File: src/rtl/overlay_blitter.sv
// rtl/overlay_blitter.sv - VGA write-port overlay: registered pass-through or 1bpp bitmap sweep.
// Optional feature macro: BLIT_TRANSPARENT_EN (clear bitmap bits are not plotted).
module overlay_blitter #(
  parameter int                       BMP_W  = 44,
  parameter int                       BMP_H  = 5,
  parameter int                       ORG_X  = 75,
  parameter int                       ORG_Y  = 75,
  parameter logic [23:0]              FG     = 24'h000000,
  parameter logic [23:0]              BG     = 24'hFFFFFF,
  parameter logic [BMP_W*BMP_H-1:0]   BITMAP = '0
) (
  input  logic        clk,
  input  logic        reset_n,
  input  logic        start,
  input  logic        clear,
  input  logic [7:0]  pass_x,
  input  logic [6:0]  pass_y,
  input  logic [23:0] pass_colour,
  input  logic        pass_plot,
  output logic        busy,
  output logic        done,
  output logic        owned,
  output logic [7:0]  vga_x,
  output logic [6:0]  vga_y,
  output logic [23:0] vga_colour,
  output logic        vga_plot
);

  localparam int          NPIX   = BMP_W * BMP_H;
  localparam int          IW     = (NPIX > 1) ? $clog2(NPIX) : 1;
  localparam logic [7:0]  LAST_X = 8'(BMP_W - 1);
  localparam logic [6:0]  LAST_Y = 7'(BMP_H - 1);

  typedef enum logic [1:0] {S_IDLE, S_DRAW, S_HOLD} state_t;

  state_t        state_q, state_d;
  logic [7:0]    cx_q, cx_d;
  logic [6:0]    cy_q, cy_d;
  logic [IW-1:0] ptr_q, ptr_d;
  logic [7:0]    x_d;
  logic [6:0]    y_d;
  logic [23:0]   col_d;
  logic          plot_d, busy_d, done_d, bit_set;

  always_comb begin
    state_d = state_q;
    cx_d    = cx_q;
    cy_d    = cy_q;
    ptr_d   = ptr_q;
    x_d     = vga_x;
    y_d     = vga_y;
    col_d   = vga_colour;
    plot_d  = 1'b0;
    busy_d  = 1'b0;
    done_d  = 1'b0;
    bit_set = BITMAP[ptr_q];
    case (state_q)
      S_IDLE: begin
        x_d    = pass_x;
        y_d    = pass_y;
        col_d  = pass_colour;
        plot_d = pass_plot;
        if (start) begin
          state_d = S_DRAW;
          cx_d    = '0;
          cy_d    = '0;
          ptr_d   = '0;
        end
      end
      S_DRAW: begin
        x_d    = 8'(ORG_X) + cx_q;
        y_d    = 7'(ORG_Y) + cy_q;
        busy_d = 1'b1;
`ifdef BLIT_TRANSPARENT_EN
        col_d  = FG;
        plot_d = bit_set;
`else
        col_d  = bit_set ? FG : BG;
        plot_d = 1'b1;
`endif
        ptr_d  = ptr_q + IW'(1);
        if (cx_q == LAST_X) begin
          cx_d = '0;
          if (cy_q == LAST_Y) begin
            // Last pixel is on its way out this edge; park the pointer in range.
            state_d = S_HOLD;
            done_d  = 1'b1;
            ptr_d   = '0;
          end else begin
            cy_d = cy_q + 7'd1;
          end
        end else begin
          cx_d = cx_q + 8'd1;
        end
      end
      S_HOLD: begin
        if (start) begin
          state_d = S_DRAW;
          cx_d    = '0;
          cy_d    = '0;
          ptr_d   = '0;
        end else if (clear) begin
          state_d = S_IDLE;
        end
      end
      default: state_d = S_IDLE;
    endcase
  end

  always_ff @(posedge clk) begin
    if (!reset_n) begin
      state_q    <= S_IDLE;
      cx_q       <= '0;
      cy_q       <= '0;
      ptr_q      <= '0;
      vga_x      <= '0;
      vga_y      <= '0;
      vga_colour <= '0;
      vga_plot   <= 1'b0;
      busy       <= 1'b0;
      done       <= 1'b0;
      owned      <= 1'b0;
    end else begin
      state_q    <= state_d;
      cx_q       <= cx_d;
      cy_q       <= cy_d;
      ptr_q      <= ptr_d;
      vga_x      <= x_d;
      vga_y      <= y_d;
      vga_colour <= col_d;
      vga_plot   <= plot_d;
      busy       <= busy_d;
      done       <= done_d;
      owned      <= (state_d != S_IDLE);
    end
  end

endmodule

File: config.mk
export PLATFORM = sky130hd
export DESIGN_NAME = overlay_blitter
export DESIGN_NICKNAME = d
export VERILOG_FILES = /design/src/rtl/overlay_blitter.sv
export SDC_FILE = /design/constraint.sdc
export NUM_CORES = 1
export LEC_CHECK = 0
export CAP_MARGIN = 15
export CELL_PAD_IN_SITES_DETAIL_PLACEMENT = 1
export CELL_PAD_IN_SITES_GLOBAL_PLACEMENT = 2
export CORE_ASPECT_RATIO = 0.75
export CORE_MARGIN = 1.5
export CORE_UTILIZATION = 26
export CTS_CLUSTER_DIAMETER = 150
export DETAILED_ROUTE_END_ITERATION = 10
export GPL_TIMING_DRIVEN = 0
export PLACE_DENSITY = 0.92
export SYNTH_ARGS = -nofsm -noshare
export SYNTH_HDL_FRONTEND = slang
export SYNTH_SLANG_ARGS = --single-unit
File: constraint.sdc
create_clock -name clk -period 2.4 [get_ports clk]
set_input_delay 0.72 -clock clk [delete_from_list [all_inputs] [get_ports clk]]
set_output_delay 0.72 -clock clk [all_outputs]
set_load 0.01 [all_outputs]
# [After elaboration in Yosys (flattened, before gate mapping)]
# Memories as Yosys holds them, arrays and structs flattened. A register that Yosys moved wholly into a read port is not among the register bits.
# Index checks and enable logic that the tools add are counted.
[classes] addsub=5 n_mul=0 div_mod_pow=0 n_lt_le_gt_ge=1 n_eq_ne=7 shift=0 muxes=26 bitwise_logic=0 n_reduce_logical=8
[ops] cell="8-bit 2-to-1 mux" count=6
[ops] cell="24-bit one-hot mux with 2 select lines" count=1
[ops] cell="8-bit one-hot mux with 2 select lines" count=3
[ops] cell="7-bit one-hot mux with 2 select lines" count=2
[ops] cell="24-bit 2-to-1 mux" count=1
[ops] cell="7-bit 2-to-1 mux" count=3
[ops] cell="8-bit by 1-bit adder with 8-bit output, second input constant" count=2
[ops] cell="2-bit 2-to-1 mux" count=5
[ops] cell="8-bit by 9-bit less-than comparator with 1-bit output, second input constant" count=1
[ops] cell="7-bit by 8-bit adder with 8-bit output, first input constant" count=1
[ops] cell="8-bit by 6-bit equality test with 1-bit output, second input constant" count=1
[ops] cell="7-bit by 1-bit adder with 7-bit output, second input constant" count=1
[ops] cell="7-bit adder, first input constant" count=1
[ops] cell="7-bit by 3-bit equality test with 1-bit output, second input constant" count=1
[ops] cell="2-bit one-hot mux with 3 select lines" count=1
[ops] cell="2-bit nonzero test" count=3
[ops] cell="2-bit inequality test, second input constant" count=2
[ops] cell="4-bit AND reduction" count=1
[ops] cell="1-bit 2-to-1 mux" count=3
[ops] cell="3-bit AND reduction" count=1
[ops] cell="2-bit by 1-bit equality test with 1-bit output, second input constant" count=1
[ops] cell="2-bit equality test, second input constant" count=1
[ops] cell="2-bit logical NOT" count=1
[ops] cell="2-bit by 1-bit inequality test with 1-bit output, second input constant" count=1
[ops] cell="3 further kinds" count=3
[totals] reg_bits=68 latchBits=0 ramBits=0 mem_bits_ro=256 inputBits=44 output_inout_bits=43 word_cells=59 mem_count=1
[mem_list] memory="(no name shown)" words=256 width=1 read_ports=1 rd_clocked_by_memory_dff=1 wr=0 line_no="56" source="bit_set = BITMAP[ptr_q];"

# [Depth between registers and ports, before layout]
# Gate-level depths: netlist of the first run.
[logic_depth] word_depth=6 mapped_depth=6 ltp_nobuf=6

# [Worst setup path after synthesis of the first run]
# OpenSTA, ideal clock, no wires.
[synth_timing] path_type="reg2reg" start="register cy_q[0]" end="register cy_q[3]" setup_time_ps=70 t_arrival_ps=1614 required_ps=2330 path_slack_ps=717 stages_incl_launch_ff=7 path_buffers=0 period_less_slack_ps=1683 path_cell_list="dfxtp_1 -> inv_1 -> ha_1 -> nor2b_1 -> and2_1 -> or4_1 -> a21oi_1"
[synth_via] elab_chain_cells=4 word_cells_on_any_way=7 classes_between="1 x add/sub; 2 x eq/ne; 3 x mux; 1 x reduce/logical"
[synth_lines] item="start, declared" line_no="38" source="logic [6:0] cy_q, cy_d;"
[synth_lines] item="start signal, assigned" line_no="126" source="cy_q <= cy_d;"
[synth_lines] item="7-bit by 1-bit adder with 7-bit output" line_no="90" source="cy_d = cy_q + 7'd1;"
[synth_lines] item="7-bit 2-to-1 mux" line_no="84" source="if (cy_q == LAST_Y) begin"
[synth_lines] item="7-bit 2-to-1 mux" line_no="82" source="if (cx_q == LAST_X) begin"
[synth_lines] item="7-bit one-hot mux with 2 select lines" line_no="57" source="case (state_q)"
# Several ways; a longest one is shown, not always the timed one. The select of a mux whose other input is x is not followed.
# A chain may end at the register's enable or synchronous reset.

# [Worst setup path in the final report of the first run]
[layout_timing] start="input port reset_n" end="register state_q[0]"
[layout_rtl] item="start, declared" line_no="13" source="input logic reset_n,"
[layout_rtl] item="end signal, assigned" line_no="124" source="state_q <= state_d;"
[layout_rtl] item="end, declared" line_no="36" source="state_t state_q, state_d;"
# No word-level cell between the ends.

==> out/metrics.cfg, run 1 <==
[floorplan]
fp-row-count=31
fp.coreArea_mm2=0.00985
initial_core_util_pct=27.3
ios=87
chipWidth_um=121
die_y_um=91.2
die_area_mm2=0.0110

[clock_network]
root_buffer=clkbuf_16
post-cts-setup-buffers=0
numClockSinks=60
cts_tree=built
h-tree-depth=3
ctsHoldBuffers=0
insertion_delay_ps=330
clk_pin_slew_ps=50
clock_path_buffers=2
cts_inserted_buffers=9

[global_routing]
grtUsageMet2_pct=27.2
grt_pass1_vias=2867
grt_use_met3_pct=5.21
grt_overflow=0
grt_first_pass_wirelength_um=15200
top_usage_layer=met2
antenna_found_initial=0
grt_max_degree=11
grt_usage_pct=17.9
use_met1_pct=24.1

[timing]
rsz0062_at_grt=false
worst_pin_slew_ps=646
relSlewSlack_pct=57.0
setup-violations-final=0
finalMaxSlewViolations=0
finalCritPeriodShare_pct=88.4
hold_violations=0
finClkSkew_ps=3.69
fmax_ghz=0.471
setup_ws_ps=278
period_needed_ps=2120

[worst_setup_path]
cp_slowest_cell=clkbuf_1
worstPathMaxFanout=10
slowest_delay_ps=530
critical_path_required_ps=2570
crit_type=input port to flop
start_kind=input port
critical_path_arrival_ps=2300
cp_cell_sequence=clkdlybuf4s50_1, clkbuf_2, inv_1, clkbuf_1, a21oi_1
endpoint_kind=flop

[route]
drtIter0Drc=147
wl_um=9340
detail_route.first_pass.iterations=4
vias_per_cell=4.91
vias=2761
wl_per_cell_um=16.6
route.detailed.drc=0
antenna_left=0

[power_and_ir_drop]
power_uw=2640
ir_drop_mv=0.294
leakagePower_uw=0.00148
powerDensity_mw_per_mm2=661

[logic_synthesis]
synth_edf_count=0
syn_nets=376
yosysTopAreaCellShare_pct=44.6
ys_seq_elements=60
async_flop_share_pct=0
avgSynthCellArea_um2=8.21
ys.flop_type=dfxtp_1
synth_top_area_cell=dfxtp_1
synth-seq-area-share_pct=44.6
netlist_area_mm2=0.00269
yosysUniqueCellTypes=41
synth_warnings=0
synthTopCellsByArea=dfxtp_1, o21ai_0, nor2_1, nor3_1, mux2i_1
synth_cells=328

[place]
postPlaceCellArea_mm2=0.00372
place_congestion=0.786
portBuffers=86
dp_cells=546
hpwl_um=6930
dp_slack_ps=-200

[final_layout]
multi_input_area_mm2=0.00136
postLayoutCellArea_mm2=0.00399
regArea_mm2=0.00120
fillers=1211
layout.cells.non_filler=562
syn_to_final_growth_pct=48.2
nets=473
fin_util_pct=40.5
antenna_cells=0
drive_gt1_share_pct=5.12

[status]
outcome=finished clean

[worst_hold_path]
min_path_type=flop to flop

[job]
drv_cap=0

routing by layer:
layer | vias up | share of wire [%]
met5 | - | 0
met4 | 0 | 1.2
met3 | 10 | 5.3
met2 | 64 | 45
met1 | 1333 | 49
li1 | 1354 | -
final timing paths:
check                           to             startpoint  cells after the start  slack, ps
max          state_q[0]$_SDFF_PN0_                reset_n                      5        280
min          vga_y[1]$_SDFFE_PN0P_  vga_y[1]$_SDFFE_PN0P_                      2        460
max reg2reg  vga_x[3]$_SDFFE_PN0P_  state_q[1]$_SDFF_PN0_                      5        330
min reg2reg  vga_y[1]$_SDFFE_PN0P_  vga_y[1]$_SDFFE_PN0P_                      2        460
sequential cells by signal, indices dropped and copies added (netlist names), 2 cells and up:
name	flops
vga_x	8
cx_q	8
vga_y	7
cy_q	7
state_q	2
vga_colour	24
where the power goes:
group | internal [µW] | switching (µW) | leakage (µW) | total [µW]
clock | 723 | 459 | 0.000129 | 1180
combinational | 207 | 166 | 0.000857 | 373
sequential | 1050 | 30.9 | 0.000496 | 1080
what timing repair did:
action                                 in CTS  in global routing
gates resized for setup                     0                  2
endpoints found under the hold margin       0                  0
setup endpoints to repair                   0                  3
kinds of logic after synthesis:
family          count (synthesis)  synth area share [%]
compound gates                 83                  17.8
xor+xnor                        9                  2.93
fa+ha+maj                       4                  1.86
buf+inv                        34                  4.92
flops                          60                  44.6
mux                            10                  3.72
simple gates                  128                  24.2
area by class of cell:
class / instances / share of cell area, %
multi-input combinational: 234 / 34.1
sequential: 60 / 30.1
timing repair buffer: 86 / 21.6
clock buffer: 12 / 6.17
tap: 132 / 4.14
buffer: 22 / 2.23
inverter: 12 / 1.13
clock inverter: 4 / 0.627
cells in the final DEF, fill, tap and decap left out, types with 7 or more instances in the layout:
| cell | count |
|---|---|
| clkbuf_16 | 9 |
| inv_1 | 11 |
| clkdlybuf4s50_1 | 86 |
| o21ai_0 | 39 |
| a21oi_1 | 18 |
| nor2_1 | 37 |
| nor3_1 | 27 |
| clkbuf_1 | 18 |
| nand3_1 | 12 |
| nand2_1 | 14 |
| dfxtp_1 | 60 |
| mux2i_1 | 10 |
| xnor2_1 | 7 |
Yosys cell counts, drive strengths merged (5+ instances only):
library cell  instances
nor3                 27
nand2                14
and3                  5
mux2i                10
nand3                13
inv                  11
o21ai                39
xnor2                 7
or3                   5
dfxtp                60
nor2                 37
clkbuf               17
nor2b                 5
buf                   5
a21oi                18
o211ai                5
worst max-delay path, delay by kind of cell:
family / cells / cell delay, ps
AO/OA/AOI/OAI: 1 / 120
buffers and inverters: 4 / 1450
stage by stage:
| step | hold WS, ps | TNS (ps) |
|---|---|---|
| after global placement | 442 | -1560 |
| after floorplan | 476 | 0 |
| after CTS | 465 | 0 |
| after global routing | 478 | 0 |
| after detailed placement | 458 | -1900 |
| final | 465 | 0 |
No activity file was read; power rests on OpenSTA's default activity.
==> inputs of run 2 (changes only) <==
--- a/config.mk
+++ b/config.mk
@@ -14,7 +14,8 @@
 export CTS_CLUSTER_DIAMETER = 150
 export DETAILED_ROUTE_END_ITERATION = 10
 export GPL_TIMING_DRIVEN = 0
-export PLACE_DENSITY = 0.92
+export HOLD_SLACK_MARGIN = 0.06
+export PLACE_DENSITY_LB_ADDON = 0.08
 export SYNTH_ARGS = -nofsm -noshare
 export SYNTH_HDL_FRONTEND = slang
 export SYNTH_SLANG_ARGS = --single-unit
==> run 2 against run 1 <==
  * Clock power up 9%
  * Non-clock buffer count unchanged
  * Worst setup slack better by 39 ps
  * Sequential share of layout area down 0.16 points
  * Largest cell class unchanged
  * Critical endpoint is now cx_q[7]$_SDFFE_PN0P_
  * First-iteration DRC count down 31%
  * Sequential power about the same
  * Combinational power down 1%
  * Highest routed layer unchanged
==> out/metrics.cfg, run 2 (synthesis gave the netlist of run 1 again) <==
[worst_setup_path]
endpoint_kind=flop
regToRegSetupSlack_ps=390  ; +60 ps
critical_path_arrival_ps=2340  ; +40 ps
cp-endpoint=cx_q[7]$_SDFFE_PN0P_
start_kind=input port
critical_path_required_ps=2660  ; +90 ps
cp_slowest_cell=clkdlybuf4s50_1
timing.rr.end=vga_y[3]$_SDFFE_PN0P_
worstPathMaxFanout=6  ; -4
path_depth=6  ; +1
startpoint=start
worst-path-buf-inv=2  ; -2
crit_family=buffers and inverters
crit_type=input port to flop
r2r-start=state_q[1]$_SDFF_PN0_
reg2reg_depth=5  ; unchanged
slowest_delay_ps=520  ; about the same
cp_cell_sequence=clkdlybuf4s50_1, or2_2, clkbuf_1, nand4_1, or3_1, a21oi_1

[floorplan]
fp.coreArea_mm2=0.00985  ; unchanged
fp-row-count=31  ; unchanged
ios=87  ; unchanged
die_area_mm2=0.0110  ; unchanged
die_y_um=91.2  ; unchanged
chipWidth_um=121  ; unchanged
initial_core_util_pct=27.3  ; unchanged

[clock_network]
numClockSinks=60  ; unchanged
root_buffer=clkbuf_16
ctsHoldBuffers=0  ; unchanged
h-tree-depth=3  ; unchanged
postCtsResizedCells=0  ; unchanged
insertion_delay_ps=330  ; about the same
post-cts-setup-buffers=0  ; unchanged
cts_tree=built
cts_inserted_buffers=9  ; unchanged
clock_path_buffers=2  ; unchanged
clk_pin_slew_ps=60  ; about the same

[power_and_ir_drop]
leakagePower_uw=0.00149  ; +0.58%
powerDensity_mw_per_mm2=683  ; +3.3%
ir_drop_mv=0.275  ; -6.5%
power_uw=2740  ; +3.9%

[place]
dp_slack_ps=-192  ; +7.38 ps
place_congestion=0.739  ; -5.9%
hpwl_um=7010  ; +1.1%
portBuffers=86  ; unchanged

[timing]
finalCritPeriodShare_pct=86.8  ; -1.6 points
rsz0062_at_grt=false
relSlewSlack_pct=63.3  ; +6.4 points
worst_pin_slew_ps=550  ; -95.9 ps
period_needed_ps=2080  ; -38.7 ps
finalMaxSlewViolations=0  ; unchanged
hold_violations=0  ; unchanged
fmax_ghz=0.480  ; +1.9%
setup-violations-final=0  ; unchanged
finClkSkew_ps=3.82  ; +0.124 ps
setup_ws_ps=317  ; +38.7 ps

[route]
route.detailed.drc=0  ; unchanged
wl_um=9250  ; -1.0%
antenna_left=0  ; unchanged
detail_route.first_pass.iterations=4  ; unchanged
wl_per_cell_um=16.5  ; -1.0%
vias_per_cell=4.83  ; -1.6%
drtIter0Drc=101  ; -31%
vias=2717  ; -1.6%

[final_layout]
antenna_cells=0  ; unchanged
largest_reg_flops=24  ; unchanged
layout.cells.most_common_list=clkdlybuf4s50_1, dfxtp_1, o21ai_0, nor2_1, nor3_1
top_regs=vga_colour: 24 flops, cx_q: 8 flops, vga_x: 8 flops
nets=473  ; unchanged
syn_to_final_growth_pct=49.0
layout_commonest_cell=clkdlybuf4s50_1
drive_gt1_share_pct=5.58  ; +0.47 points
fillers=1200  ; -0.91%
largest_register=vga_colour

[global_routing]
grt_pass1_vias=2797  ; -2.4%
grt_overflow=0  ; unchanged
antenna_found_initial=0  ; unchanged
grt_usage_pct=17.4  ; -0.48 points
grt_max_degree=12  ; +1
grt_first_pass_wirelength_um=14600  ; -3.4%

[worst_hold_path]
min_path_type=flop to flop

[status]
outcome=finished clean

[job]
drv_cap=0  ; unchanged

run 2: metrics by stage:
stage	instances	area [µm²]	setup TNS, ps	util [%]	hold WS, ps
finish	562	4010	0	40.7	463
global route	562	4010	0	40.7	489
CTS	562	4010	0	40.7	459
detailed placement	546	3720	-2780	37.8	453
global placement	546	3720	-2030	37.8	442
floorplan	328	2690	0	-	476
run 2: how the worst min path moves through the flow:
stage,startpoint,end,depth (start not counted)
final,vga_y[1]$_SDFFE_PN0P_,vga_y[1]$_SDFFE_PN0P_,2
after global routing,vga_y[1]$_SDFFE_PN0P_,vga_y[1]$_SDFFE_PN0P_,2
after CTS,vga_y[1]$_SDFFE_PN0P_,vga_y[1]$_SDFFE_PN0P_,2
after detailed placement,vga_y[1]$_SDFFE_PN0P_,vga_y[1]$_SDFFE_PN0P_,2
after global placement,vga_y[1]$_SDFFE_PN0P_,vga_y[1]$_SDFFE_PN0P_,2
after floorplan,cx_q[7]$_SDFFE_PN0P_,cx_q[7]$_SDFFE_PN0P_,2
run 2: power by group:
| part | total (µW) | internal [µW] | switching [µW] |
|---|---|---|---|
| clock network | 1290 | 797 | 494 |
| logic | 369 | 206 | 163 |
| registers | 1080 | 1050 | 29.6 |
run 2: layout make-up:
| cell class | count | area, µm² | share of cell area (%) |
|---|---|---|---|
| Sequential cell | 60 | 1200 | 29.9 |
| Timing Repair Buffer | 86 | 861 | 21.4 |
| Clock buffer | 9 | 225 | 5.61 |
| Inverter | 12 | 45.0 | 1.12 |
| Multi-Input combinational cell | 234 | 1360 | 33.9 |
| Tap cell | 132 | 165 | 4.11 |
| Clock inverter | 7 | 67.6 | 1.68 |
| Buffer | 22 | 88.8 | 2.21 |
run 2: routing by layer:
layer	up-vias	GRT usage (%)	share of wire, %
met4	0	6.08	1.4
met2	61	26.2	43
li1	1349	-	-
met3	9	5.34	5.4
met1	1298	23.5	50
met5	-	0	0
run 2: worst register-to-register path: stages (launching register included):
cell,delay (ps)
dfxtp_1,340
clkbuf_1,440
clkinv_1,430
clkbuf_1,350
o21ai_0,260
a21oi_1,60
==> inputs of run 3 (changes only) <==
--- a/config.mk
+++ b/config.mk
@@ -16,6 +16,7 @@
 export GPL_TIMING_DRIVEN = 0
 export HOLD_SLACK_MARGIN = 0.06
 export PLACE_DENSITY_LB_ADDON = 0.08
+export SLEW_MARGIN = 20
 export SYNTH_ARGS = -nofsm -noshare
 export SYNTH_HDL_FRONTEND = slang
 export SYNTH_SLANG_ARGS = --single-unit
==> results of run 3 <==
The final DEF is identical to that of run 2; final timing and power are the same.
